[src/rtl/alu_trace_pkg.sv]
// Shared types and constants for the ALU result trace transmitter.
package alu_trace_pkg;

    typedef enum logic [1:0] {
        ST_IDLE  = 2'd0,
        ST_START = 2'd1,
        ST_DATA  = 2'd2,
        ST_STOP  = 2'd3
    } state_e;

    localparam int   BITS_PER_BYTE  = 8;
    localparam int   BYTES_PER_WORD = 4;
    localparam logic START_BIT      = 1'b0;
    localparam logic STOP_BIT       = 1'b1;

endpackage

[src/rtl/alu_trace_fifo.sv]
// 32-bit synchronous FIFO with first-word-fall-through head; a push into a
// full FIFO is accepted only when a pop happens in the same cycle.
module alu_trace_fifo #(
    parameter int FIFO_DEPTH = 8
) (
    input  logic                         clk,
    input  logic                         reset,
    input  logic                         i_push,
    input  logic [31:0]                  i_data,
    input  logic                         i_pop,
    output logic [31:0]                  o_head,
    output logic                         o_full,
    output logic                         o_empty,
    output logic [$clog2(FIFO_DEPTH):0]  o_count
);

    localparam int AW = $clog2(FIFO_DEPTH);

    logic [31:0]   r_mem [FIFO_DEPTH];
    logic [AW-1:0] r_wptr;
    logic [AW-1:0] r_rptr;
    logic [AW:0]   r_count;
    logic          w_push_ok;
    logic          w_pop_ok;

    // Depth is a power of two, so the count MSB alone marks full.
    assign o_full    = r_count[AW];
    assign o_empty   = (r_count == '0);
    assign o_count   = r_count;
    assign o_head    = r_mem[r_rptr];
    assign w_pop_ok  = i_pop & ~o_empty;
    assign w_push_ok = i_push & (~o_full | w_pop_ok);

    always_ff @(posedge clk or negedge reset) begin
        if (!reset) begin
            r_wptr  <= '0;
            r_rptr  <= '0;
            r_count <= '0;
        end else begin
            if (w_push_ok) r_wptr <= r_wptr + 1'b1;
            if (w_pop_ok)  r_rptr <= r_rptr + 1'b1;
            case ({w_push_ok, w_pop_ok})
                2'b10:   r_count <= r_count + 1'b1;
                2'b01:   r_count <= r_count - 1'b1;
                default: r_count <= r_count;
            endcase
        end
    end

    always_ff @(posedge clk) begin
        if (w_push_ok) r_mem[r_wptr] <= i_data;
    end

endmodule

[src/rtl/alu_trace_tx.sv]
// Captures ALU results into a FIFO and sends each word as four 8N1 UART bytes,
// LSB byte first. Optional ALU_TRACE_CHANGE_ONLY_EN skips repeated values.
module alu_trace_tx
    import alu_trace_pkg::*;
#(
    parameter int CLKS_PER_BIT = 16,
    parameter int FIFO_DEPTH   = 8
) (
    input  logic                         clk,
    input  logic                         reset,
    input  logic [31:0]                  result_i,
    input  logic                         result_valid_i,
    output logic                         tx_o,
    output logic                         busy_o,
    output logic                         overflow_o,
    output logic [$clog2(FIFO_DEPTH):0]  fifo_count_o
);

    localparam int         CW        = $clog2(CLKS_PER_BIT);
    localparam logic [2:0] LAST_BIT  = 3'(BITS_PER_BYTE - 1);
    localparam logic [1:0] LAST_BYTE = 2'(BYTES_PER_WORD - 1);

    state_e        r_state;
    logic [CW-1:0] r_cyc;
    logic [2:0]    r_bit;
    logic [1:0]    r_byte;
    logic [31:0]   r_shift;
    logic          r_tx;
    logic          r_ovf;
    logic          w_req;
    logic          w_push;
    logic          w_pop;
    logic          w_full;
    logic          w_empty;
    logic          w_cyc_end;
    logic [31:0]   w_head;

`ifdef ALU_TRACE_CHANGE_ONLY_EN
    logic [31:0] r_last;

    assign w_req = result_valid_i & (result_i != r_last);

    always_ff @(posedge clk or negedge reset) begin
        if (!reset)      r_last <= '0;
        else if (w_push) r_last <= result_i;
    end
`else
    assign w_req = result_valid_i;
`endif

    assign w_cyc_end = (r_cyc == CW'(CLKS_PER_BIT - 1));
    // Pops happen only when a new word starts: from IDLE, or straight after byte 3's stop bit.
    assign w_pop  = ~w_empty & ((r_state == ST_IDLE) |
                    ((r_state == ST_STOP) & w_cyc_end & (r_byte == LAST_BYTE)));
    assign w_push = w_req & (~w_full | w_pop);

    assign tx_o       = r_tx;
    assign busy_o     = (r_state != ST_IDLE);
    assign overflow_o = r_ovf;

    alu_trace_fifo #(
        .FIFO_DEPTH (FIFO_DEPTH)
    ) u_fifo (
        .clk     (clk),
        .reset   (reset),
        .i_push  (w_push),
        .i_data  (result_i),
        .i_pop   (w_pop),
        .o_head  (w_head),
        .o_full  (w_full),
        .o_empty (w_empty),
        .o_count (fifo_count_o)
    );

    always_ff @(posedge clk or negedge reset) begin
        if (!reset)                        r_ovf <= 1'b0;
        else if (w_req & w_full & ~w_pop)  r_ovf <= 1'b1;
    end

    // Shift register is pure data; the low bit is always the next data bit to send.
    always_ff @(posedge clk) begin
        if (w_pop)                                  r_shift <= w_head;
        else if ((r_state == ST_DATA) & w_cyc_end)  r_shift <= {1'b0, r_shift[31:1]};
    end

    always_ff @(posedge clk or negedge reset) begin
        if (!reset) begin
            r_state <= ST_IDLE;
            r_cyc   <= '0;
            r_bit   <= '0;
            r_byte  <= '0;
            r_tx    <= STOP_BIT;
        end else begin
            case (r_state)
                ST_IDLE: begin
                    if (!w_empty) begin
                        r_state <= ST_START;
                        r_cyc   <= '0;
                        r_byte  <= '0;
                        r_tx    <= START_BIT;
                    end
                end
                ST_START: begin
                    if (w_cyc_end) begin
                        r_state <= ST_DATA;
                        r_cyc   <= '0;
                        r_bit   <= '0;
                        r_tx    <= r_shift[0];
                    end else begin
                        r_cyc <= r_cyc + 1'b1;
                    end
                end
                ST_DATA: begin
                    if (w_cyc_end) begin
                        r_cyc <= '0;
                        if (r_bit == LAST_BIT) begin
                            r_state <= ST_STOP;
                            r_tx    <= STOP_BIT;
                        end else begin
                            r_bit <= r_bit + 1'b1;
                            r_tx  <= r_shift[1];
                        end
                    end else begin
                        r_cyc <= r_cyc + 1'b1;
                    end
                end
                ST_STOP: begin
                    if (w_cyc_end) begin
                        r_cyc <= '0;
                        if (r_byte != LAST_BYTE) begin
                            r_byte  <= r_byte + 1'b1;
                            r_state <= ST_START;
                            r_tx    <= START_BIT;
                        end else if (!w_empty) begin
                            r_byte  <= '0;
                            r_state <= ST_START;
                            r_tx    <= START_BIT;
                        end else begin
                            r_state <= ST_IDLE;
                        end
                    end else begin
                        r_cyc <= r_cyc + 1'b1;
                    end
                end
                default: r_state <= ST_IDLE;
            endcase
        end
    end

endmodule

[config.mk]
export PLATFORM = sky130hd
export DESIGN_NAME = alu_trace_tx
export DESIGN_NICKNAME = d
export VERILOG_FILES = /design/src/rtl/alu_trace_pkg.sv /design/src/rtl/alu_trace_fifo.sv /design/src/rtl/alu_trace_tx.sv
export SDC_FILE = /design/constraint.sdc
export NUM_CORES = 1
export LEC_CHECK = 0
export CORE_ASPECT_RATIO = 0.5
export CORE_MARGIN = 5
export CORE_UTILIZATION = 50
export DETAILED_ROUTE_END_ITERATION = 12
export GPL_TIMING_DRIVEN = 0
export PLACE_DENSITY = 0.71
export SYNTH_ARGS = -nofsm -noshare
export SYNTH_HDL_FRONTEND = slang
export SYNTH_HIERARCHICAL = 1
export SYNTH_SLANG_ARGS = --single-unit
[constraint.sdc]
create_clock -name clk -period 5.4 [get_ports clk]
set_input_delay 1.62 -clock clk [delete_from_list [all_inputs] [get_ports clk]]
set_output_delay 1.62 -clock clk [all_outputs]
set_load 0.005 [all_outputs]
==> results of run 1 <==
==> path summary, 6_finish.rpt <==
check | to | slack (ps) | start | depth (start not counted)
hold / removal | overflow_o | 490 | overflow_o | 1
min in group asynchronous | u_fifo/r_wptr[0] | 1660 | reset | 1
max in group asynchronous | u_fifo/o_count[0] | 3110 | reset | 1
hold reg to reg | overflow_o | 490 | overflow_o | 1
setup / recovery | u_fifo/o_count[3] | 850 | u_fifo/o_count[3] | 10
setup reg to reg | u_fifo/o_count[3] | 850 | u_fifo/o_count[3] | 10
==> power by group <==
group	switching, uW	internal [uW]	total [uW]
Combinational	326	227	553
Clock	837	1290	2130
Sequential	95.7	2850	2940
Total	1260	4370	5630
==> worst max-delay path, cell delays in order (launching register included) <==
cell and delay [ps]:
dfrtp_1 510, nor4_1 700, clkbuf_1 520, clkbuf_1 500, nor2_1 220, o21ai_2 450, ha_1 400, ha_1 350
or4b_1 530, o311ai_0 120, o211ai_1 120
==> area by class of cell <==
class	instances	area share, %
clock buffers	35	5.13
plain buffers	35	1.45
multi-input cells	280	21.5
well taps	344	2.87
repair buffers	62	4.78
clock inverters	17	1.58
inverters	44	1.10
flip-flops and latches	311	61.6
==> per-layer routing <==
metal	share of wire, %	wire length, um
met3	5.6	1380
met4	1.7	418
met1	44	10800
met2	49	12000
met5	0.053	13
==> cell families after synthesis <==
logic type | Yosys count | synth area share, %
adders and majority gates | 15 | 1.53
muxes | 102 | 15.2
and+or+nand+nor | 86 | 3.14
xor gates and xnor gates | 6 | 0.412
DFF | 311 | 72.3
buffers and inverters | 79 | 3.00
AOI/OAI and AO/OA | 71 | 4.43
==> per-stage QoR <==
stage	cells	TNS [ps]	setup slack (ps)	utilization, %	hold WS [ps]
floorplan	670	0	609	-	473
global placement	1055	-390950	-2380	54.0	473
detailed placement	1076	0	879	55.5	492
CTS	1128	0	855	59.5	506
global route	1128	0	596	59.5	524
finish	1128	0	851	59.5	495
==> flip-flops by register name, summed over array words and instances (netlist names) <==
register / flops
u_fifo/r_mem: 256
r_shift: 32
u_fifo/r_rptr: 3
r_cyc: 4
u_fifo/r_wptr: 3
r_bit: 3
r_state: 2
r_byte: 2
tx_o: 1
overflow_o: 1
u_fifo/o_count: 4
==> layout by cell type, fill, tap and decap left out, types with 7 or more instances in the layout <==
cell / instances
buf_2: 9
buf_6: 14
buf_8: 7
clkbuf_1: 18
clkbuf_16: 29
clkdlybuf4s50_1: 41
dfrtp_1: 22
edfxtp_1: 288
ha_1: 14
inv_1: 44
mux2_2: 37
mux4_1: 20
mux4_2: 44
nand2_1: 50
o21ai_0: 11
o32ai_1: 31
==> flow_summary.yaml, run 1 <==
global_route:
  overflow: 0
  grt_max_degree: 24
  gr-usage-met1_pct: 24.8
  grt_pass1_wl_um: 38800
  grt_use_met2_pct: 28.8
  grt_use_total_pct: 17.3
  busiest_layer: "met2"
  use_met3_pct: 3.10
  grt_pass1_vias: 6767
  grt_antenna_before_repair: 1
synthesis:
  synth_area_sq_um: 12800
  synth_commonest_cells: "288 x edfxtp_1, 50 x nand2_1, 44 x inv_1, 44 x mux4_2, 37 x mux2_2"
  avgSynthCellArea_sq_um: 19.1
  synth_nets: 720
  async_reset_ff_share_pct: 7.40
  synth_top_area_cell: "edfxtp_1"
  yosysWarnings: 6
  yosys_register_bits: 311
  seq_area_frac_synth_pct: 72.3
  synthTopCellsByArea: "edfxtp_1 68%, mux4_2 7.8%, dfrtp_1 4.3%"
  synth_cells: 670
  ys.flop_type: "edfxtp_1"
  synth_edf_count: 288
  synth_cell_types: 57
  synth_top_area_share_pct: 67.8
  post-synth-top-count-cell: "edfxtp_1"
routing:
  ant_nets: 0
  firstDrtPassIters: 5
  num_vias: 6551
  wl_um: 24600
  wl_per_cell_um: 21.8
  vias_per_cell: 5.81
  drcViolationCount: 0
  drt_iter0_markers: 581
layout:
  nNetsFinal: 812
  syn_to_final_growth_pct: 17.4
  nFillCells: 1747
  drive_gt1_share_pct: 23.1
  fin_area_sq_um: 15000
  insertedDiodeCount: 0
  multiInputGateArea_sq_um: 3230
  regArea_sq_um: 9230
placement:
  portBuffers: 41
  dp_hpwl_um: 16000
  gp_congestion: 0.750
  place_area_sq_um: 14000
timing:
  rsz0062_at_grt: "no"
  timing.final.crit_period_ps: 4550
  finalHoldViolations: 0
  setup_violations: 0
  final.setup_skew_ps: 10.9
  relSlewSlack_pct: 30.7
  timing.fmax_ghz: 0.220
  tightest_slew_ps: 1040
  period_share_pct: 84.2
  slew_viol_final: 0
worst_setup_path:
  critPathLaunchType: "register"
  critPathKind: "reg -> reg"
  crit_path_max_fanout: 10
  required_ps: 5800
  arrival_ps: 4950
  cp-end-kind: "register"
clock_network:
  postCtsSetupRepairBufs: 0
  htreeDepth: 1
  cts-hold-fix-buffers: 0
  clockBufferDepth: 3
  root_buffer: "clkbuf_16"
  cts.sinks: 311
  tritoncts: "yes"
  ctsResizeCount: 0
  numCtsBuffers: 28
  worstSkewPairLatency_ps: 530
  clk_pin_slew_ps: 60
pwr:
  p_leak_uw: 0.00512
  vdd_drop_max_uv: 229
  p_per_area_nw_per_um2: 375
  finalPower_uw: 5630
min_path:
  hp-class: "reg -> reg"
floorplan:
  io_pins: 42
  die_y_um: 123
  die-area_sq_um: 29000
  core_sq_um: 25200
  initial_core_util_pct: 50.7
  rows: 41
  die_w_um: 236
outcome:
  status: "finished, final reports clean"
run:
  drv_cap: 0
No activity file was read; power rests on OpenSTA's default activity.
==> inputs of run 2 (changes only) <==
--- a/config.mk
+++ b/config.mk
@@ -10,7 +10,7 @@
 export CORE_UTILIZATION = 50
 export DETAILED_ROUTE_END_ITERATION = 12
 export GPL_TIMING_DRIVEN = 0
-export PLACE_DENSITY = 0.71
+export PLACE_DENSITY = 0.68
 export SYNTH_ARGS = -nofsm -noshare
 export SYNTH_HDL_FRONTEND = slang
 export SYNTH_HIERARCHICAL = 1
==> constraint.sdc (replaced) <==
create_clock -name clk -period 4.6 [get_ports clk]
set_input_delay 1.38 -clock clk [delete_from_list [all_inputs] [get_ports clk]]
set_output_delay 1.38 -clock clk [all_outputs]
set_load 0.005 [all_outputs]
==> run 2 against run 1 <==
Compared with the run above:
- combinational power increased by 17%
- count of clock-buffer cells in the layout decreased by 7
- clock skew increased by 3.6 ps
- core utilization decreased by 0.21 points
- largest power group unchanged
- sequential power increased by 17%
- non-clock buffer count decreased by 1
- via count decreased by 1.4%
- largest cell class unchanged
- sequential cell count unchanged
- final area decreased by 0.36%
==> flow_summary.yaml, run 2 (same netlist as run 1, synthesis figures left out) <==
worst_setup_path:
  cp-end-kind: "register"
  worst_r2r_endpoint: "u_fifo/o_count[3]"
  reg2reg_depth: 12
  arrival_ps: 4670
  worstSetupStartpoint: "r_cyc[0]"
  r2r_slack_ps: 350
  critPathLaunchType: "register"
  rr_startpoint: "r_cyc[0]"
  crit_path_max_fanout: 10
  critPathKind: "reg -> reg"
  required_ps: 5020
routing:
  wl_um: 24900
  ant_nets: 0
  vias_per_cell: 5.74
  wl_per_cell_um: 22.1
  firstDrtPassIters: 5
  num_vias: 6458
  drcViolationCount: 0
  drt_iter0_markers: 495
timing:
  tightest_slew_ps: 1130
  timing.final.crit_period_ps: 4250
  finalWorstSetupSlack_ps: 354
  relSlewSlack_pct: 24.7
  rsz0062_at_grt: "no"
  setup_violations: 0
  timing.fmax_ghz: 0.235
  slew_viol_final: 0
  final.setup_skew_ps: 14.5
  period_share_pct: 92.3
  fin_tns_setup_ps: 0
  finalHoldViolations: 0
layout:
  final_common_cell: "edfxtp_1"
  syn_to_final_growth_pct: 17.0
  nFillCells: 1825
  drive_gt1_share_pct: 23.2
  regMostFlops: "u_fifo/r_mem"
  insertedDiodeCount: 0
  final_util_pct: 59.3
  reg.largest.list: "u_fifo/r_mem x256, r_shift x32"
  final_cell_mix: "288 x edfxtp_1, 50 x nand2_1, 44 x inv_1, 44 x mux4_2, 41 x clkdlybuf4s50_1"
  fin_area_sq_um: 14900
  largest_register_ffs: 256
  nNetsFinal: 810
  layoutNonFillerInstCount: 1125
clock_network:
  numCtsBuffers: 27
  worstSkewPairLatency_ps: 540
  root_buffer: "clkbuf_16"
  cts.sinks: 311
  postCtsSetupRepairBufs: 0
  tritoncts: "yes"
  htreeDepth: 1
  clockBufferDepth: 3
  clk_pin_slew_ps: 70
placement:
  dp_cells: 1075
  portBuffers: 41
  pre_cts_ws_ps: -11.8
  gp_congestion: 0.744
  dp_hpwl_um: 16500
  place_area_sq_um: 14000
floorplan:
  core_sq_um: 25200
  die_w_um: 236
  die_y_um: 123
  initial_core_util_pct: 50.7
  die-area_sq_um: 29000
  rows: 41
  io_pins: 42
global_route:
  grt_antenna_before_repair: 1
  overflow: 0
  grt_use_total_pct: 17.3
  grt_max_degree: 24
  grt_pass1_vias: 6705
  grt_pass1_wl_um: 38800
pwr:
  p_per_area_nw_per_um2: 437
  combPwrFrac_pct: 9.9
  p_leak_uw: 0.00509
  power.internal_uw: 5030
  vdd_drop_max_uv: 283
  switchingPower_uw: 1500
  clock_power_share_pct: 37.2
  p_seq_share_pct: 52.8
  switching_share_pct: 23.0
min_path:
  hp-class: "reg -> reg"
  hold_path_end: "overflow_o"
  min-delay-start: "overflow_o"
  worstHoldPathCells: 1
outcome:
  status: "finished, final reports clean"
run:
  drv_cap: 0
run 2: changes by cell type in the layout (fill, tap and decap cells not counted), sizes merged:
cell      before  now
clkbuf        50   43
clkinvlp       2    4
buf           41   40
inv           44   45
clkinv         9   11
run 2: cell type report:
cell class,instances,area (sq um),share of cell area (%)
inverter,44,165,1.11
multi-input combinational,280,3230,21.6
tap,344,430,2.88
clock inverter,22,279,1.87
timing repair buffer,61,701,4.69
buffer,35,219,1.47
sequential,311,9230,61.8
clock buffer,28,679,4.55
run 2: worst max-delay path by stage:
stage | cells past startpoint | slack, ps | to
2_1_floorplan | 4 | 50 | u_fifo/r_mem[2][0]
3_3_place_gp | 5 | -3060 | u_fifo/r_mem[4][16]
3_5_place_dp | 10 | -10 | u_fifo/o_count[3]
4_1_cts | 10 | 200 | u_fifo/o_count[3]
5_1_grt | 10 | 80 | u_fifo/o_count[3]
6_report | 12 | 350 | u_fifo/o_count[3]
run 2: stage by stage:
stage / total power [uW] / hold slack, ps
after floorplan: 3810 / 473
after global placement: 4050 / 486
after detailed placement: 4160 / 485
after CTS: 6580 / 502
after global routing: 6780 / 536
final: 6530 / 493
run 2: repair_timing:
item	CTS	global route
hold buffers	0	0
gates resized for setup	1	2
endpoints found under the setup margin	1	1
run 2: layer usage:
metal  global-route usage (%)  share of wire, %
met1                     25.1                46
met2                     28.5                48
met3                     2.74               3.9
met4                     3.95               1.9
met5                        0             0.048
run 2: power by group through the flow:
stage,Combinational [uW],Clock [uW],Sequential (uW)
final,649,2430,3450
after global routing,697,2610,3470
after CTS,653,2480,3450
after detailed placement,651,0,3510
after global placement,538,0,3510
after floorplan,325,0,3480
run 2: worst max-delay path: stages (launching register included):
cell      delay, ps
dfrtp_1         410
ha_1            270
and3_1          200
clkbuf_2        150
a31oi_2         590
buf_2           400
nor2_1          170
o21ai_2         430
ha_1            400
ha_1            350
or4b_1          510
o311ai_0        120
o211ai_1        120
==> inputs of run 3 (changes only) <==
--- a/config.mk
+++ b/config.mk
@@ -5,12 +5,14 @@
 export SDC_FILE = /design/constraint.sdc
 export NUM_CORES = 1
 export LEC_CHECK = 0
+export CAP_MARGIN = 25
 export CORE_ASPECT_RATIO = 0.5
 export CORE_MARGIN = 5
 export CORE_UTILIZATION = 50
 export DETAILED_ROUTE_END_ITERATION = 12
+export DONT_BUFFER_PORTS = 1
 export GPL_TIMING_DRIVEN = 0
-export PLACE_DENSITY = 0.68
+export PLACE_DENSITY = 0.66
 export SYNTH_ARGS = -nofsm -noshare
 export SYNTH_HDL_FRONTEND = slang
 export SYNTH_HIERARCHICAL = 1
==> run 3 against run 2 <==
Compared with the run above:
- global-route usage rose by 0.13 points
- clock power decreased by 13%
- sequential cell count unchanged
- count of clock-buffer cells in the layout up 7
- total power down 6.1%
- highest routed layer is now met4
- non-clock buffer count decreased by 39
- worst hold slack better by 27 ps
- routed wire length increased by 0.88%
- largest power group unchanged
- core utilization shrank 2.2 points
- via count fell by 1.4%
==> flow_summary.yaml, run 3 (same netlist as run 1, synthesis figures left out) <==
worst_setup_path:
  crit_path_max_fanout: 10
  crit_path_top_delay_cell: "a31oi_2"
  critPathKind: "reg -> reg"
  crit_path_frequent_cell: "ha_1"
  reg2reg_depth: 12
  worst_r2r_endpoint: "u_fifo/o_count[3]"
  cp-end-kind: "register"
  path_delay_family: "compound AO/OA/AOI/OAI gates"
  arrival_ps: 4660
  worst-path-buf-inv: 2
  critPathMaxStageDelay_ps: 550
  critPathLaunchType: "register"
  r2r_slack_ps: 360
  cp_cell_sequence: "ha_1, and3_1, clkbuf_2, a31oi_2, buf_2, nor2_1, o21ai_2, ha_1, ha_1, or4b_1, o311ai_0, o211ai_1"
  rr_startpoint: "r_cyc[0]"
  required_ps: 5020
timing:
  timing.final.crit_period_ps: 4240
  final.setup_skew_ps: 8.43
  period_share_pct: 92.2
  timing.fmax_ghz: 0.236
  rsz0062_at_grt: "no"
  finalWorstSetupSlack_ps: 359
  tightest_slew_ps: 999
  setup_violations: 0
  holdWs_ps: 520
  relSlewSlack_pct: 33.1
  slew_viol_final: 0
  finalHoldViolations: 0
layout:
  nFillCells: 1867
  largest_register_ffs: 256
  layoutNonFillerInstCount: 1086
  regMostFlops: "u_fifo/r_mem"
  syn_to_final_growth_pct: 12.6
  nNetsFinal: 771
  drive_gt1_share_pct: 23.6
  final_cell_mix: "288 x edfxtp_1, 50 x nand2_1, 44 x inv_1, 44 x mux4_2, 37 x mux2_2"
  insertedDiodeCount: 0
  final_common_cell: "edfxtp_1"
  reg.largest.list: "u_fifo/r_mem x256, r_shift x32"
routing:
  vias_per_cell: 5.86
  wl_um: 25100
  ant_nets: 0
  wl_per_cell_um: 23.1
  drt_iter0_markers: 519
  firstDrtPassIters: 4
  num_vias: 6368
  drcViolationCount: 0
placement:
  dp_cells: 1036
  dp_hpwl_um: 16200
  gp_congestion: 0.742
  pre_cts_ws_ps: 140
  portBuffers: 0
pwr:
  p_leak_uw: 0.00486
  p_per_area_nw_per_um2: 427
  vdd_drop_max_uv: 188
clock_network:
  clk_pin_slew_ps: 70
  root_buffer: "clkbuf_16"
  postCtsSetupRepairBufs: 0
  ctsResizeCount: 0
  clockBufferDepth: 3
  tritoncts: "yes"
  worstSkewPairLatency_ps: 540
  cts.sinks: 311
  htreeDepth: 1
  numCtsBuffers: 27
  cts-hold-fix-buffers: 0
global_route:
  grt_use_total_pct: 17.5
  grt_pass1_vias: 6526
  grt_antenna_before_repair: 0
  overflow: 0
  grt_pass1_wl_um: 38800
  grt_max_degree: 31
floorplan:
  die_w_um: 236
  initial_core_util_pct: 50.7
  io_pins: 42
  die-area_sq_um: 29000
  rows: 41
  core_sq_um: 25200
  die_y_um: 123
min_path:
  hp-class: "in -> async"
outcome:
  status: "finished, final reports clean"
run:
  drv_cap: 0
-- run 3: cell count changes in the layout (fill, tap and decap cells not counted), sizes merged --
cell / previous run / this run
buf: 40 / 42
bufinv: 6 / 1
clkbuf: 43 / 50
clkdlybuf4s50: 41 / 0
clkinvlp: 4 / 2
-- run 3: power by group --
part | leakage [uW] | switching [uW] | internal [uW]
Clock | 0.000390 | 969 | 1140
Combinational | 0.00159 | 351 | 214
Sequential | 0.00288 | 119 | 3340
-- run 3: worst max path at each step --
stage	startpoint	endpoint	depth (start not counted)
CTS	u_fifo/o_count[3]	u_fifo/o_count[3]	10
detailed placement	u_fifo/o_count[3]	u_fifo/o_count[3]	10
floorplan	result_valid_i	u_fifo/r_mem[2][0]	4
global route	u_fifo/o_count[3]	u_fifo/o_count[3]	10
global placement	r_cyc[0]	u_fifo/r_mem[4][18]	8
finish	r_cyc[0]	u_fifo/o_count[3]	12
-- run 3: final cells by class --
class | instances | area, sq um | area share, %
multi-input cells | 280 | 3230 | 22.5
flip-flops and latches | 311 | 9230 | 64.2
inverters | 44 | 165 | 1.15
plain buffers | 35 | 219 | 1.52
clock buffers | 35 | 706 | 4.91
clock inverters | 15 | 101 | 0.705
repair buffers | 22 | 294 | 2.05
well taps | 344 | 430 | 2.99
-- run 3: metal layers --
metal / track usage [%] / routed length (um) / vias up
li1: - / - / 2811
met1: 25.3 / 11400 / 3372
met2: 28.5 / 11900 / 156
met3: 3.43 / 1450 / 29
met4: 3.22 / 387 / 0
met5: 0 / 0 / -
-- run 3: metrics by stage --
step / instance area (sq um) / total power (uW) / utilization, % / TNS [ps]
finish: 14400 / 6130 / 57.1 / 0
global route: 14400 / 6380 / 57.1 / 0
CTS: 14400 / 6180 / 57.0 / 0
detailed placement: 13600 / 4080 / 53.8 / 0
global placement: 13200 / 3980 / 52.4 / -487500
floorplan: 12800 / 3810 / - / 0
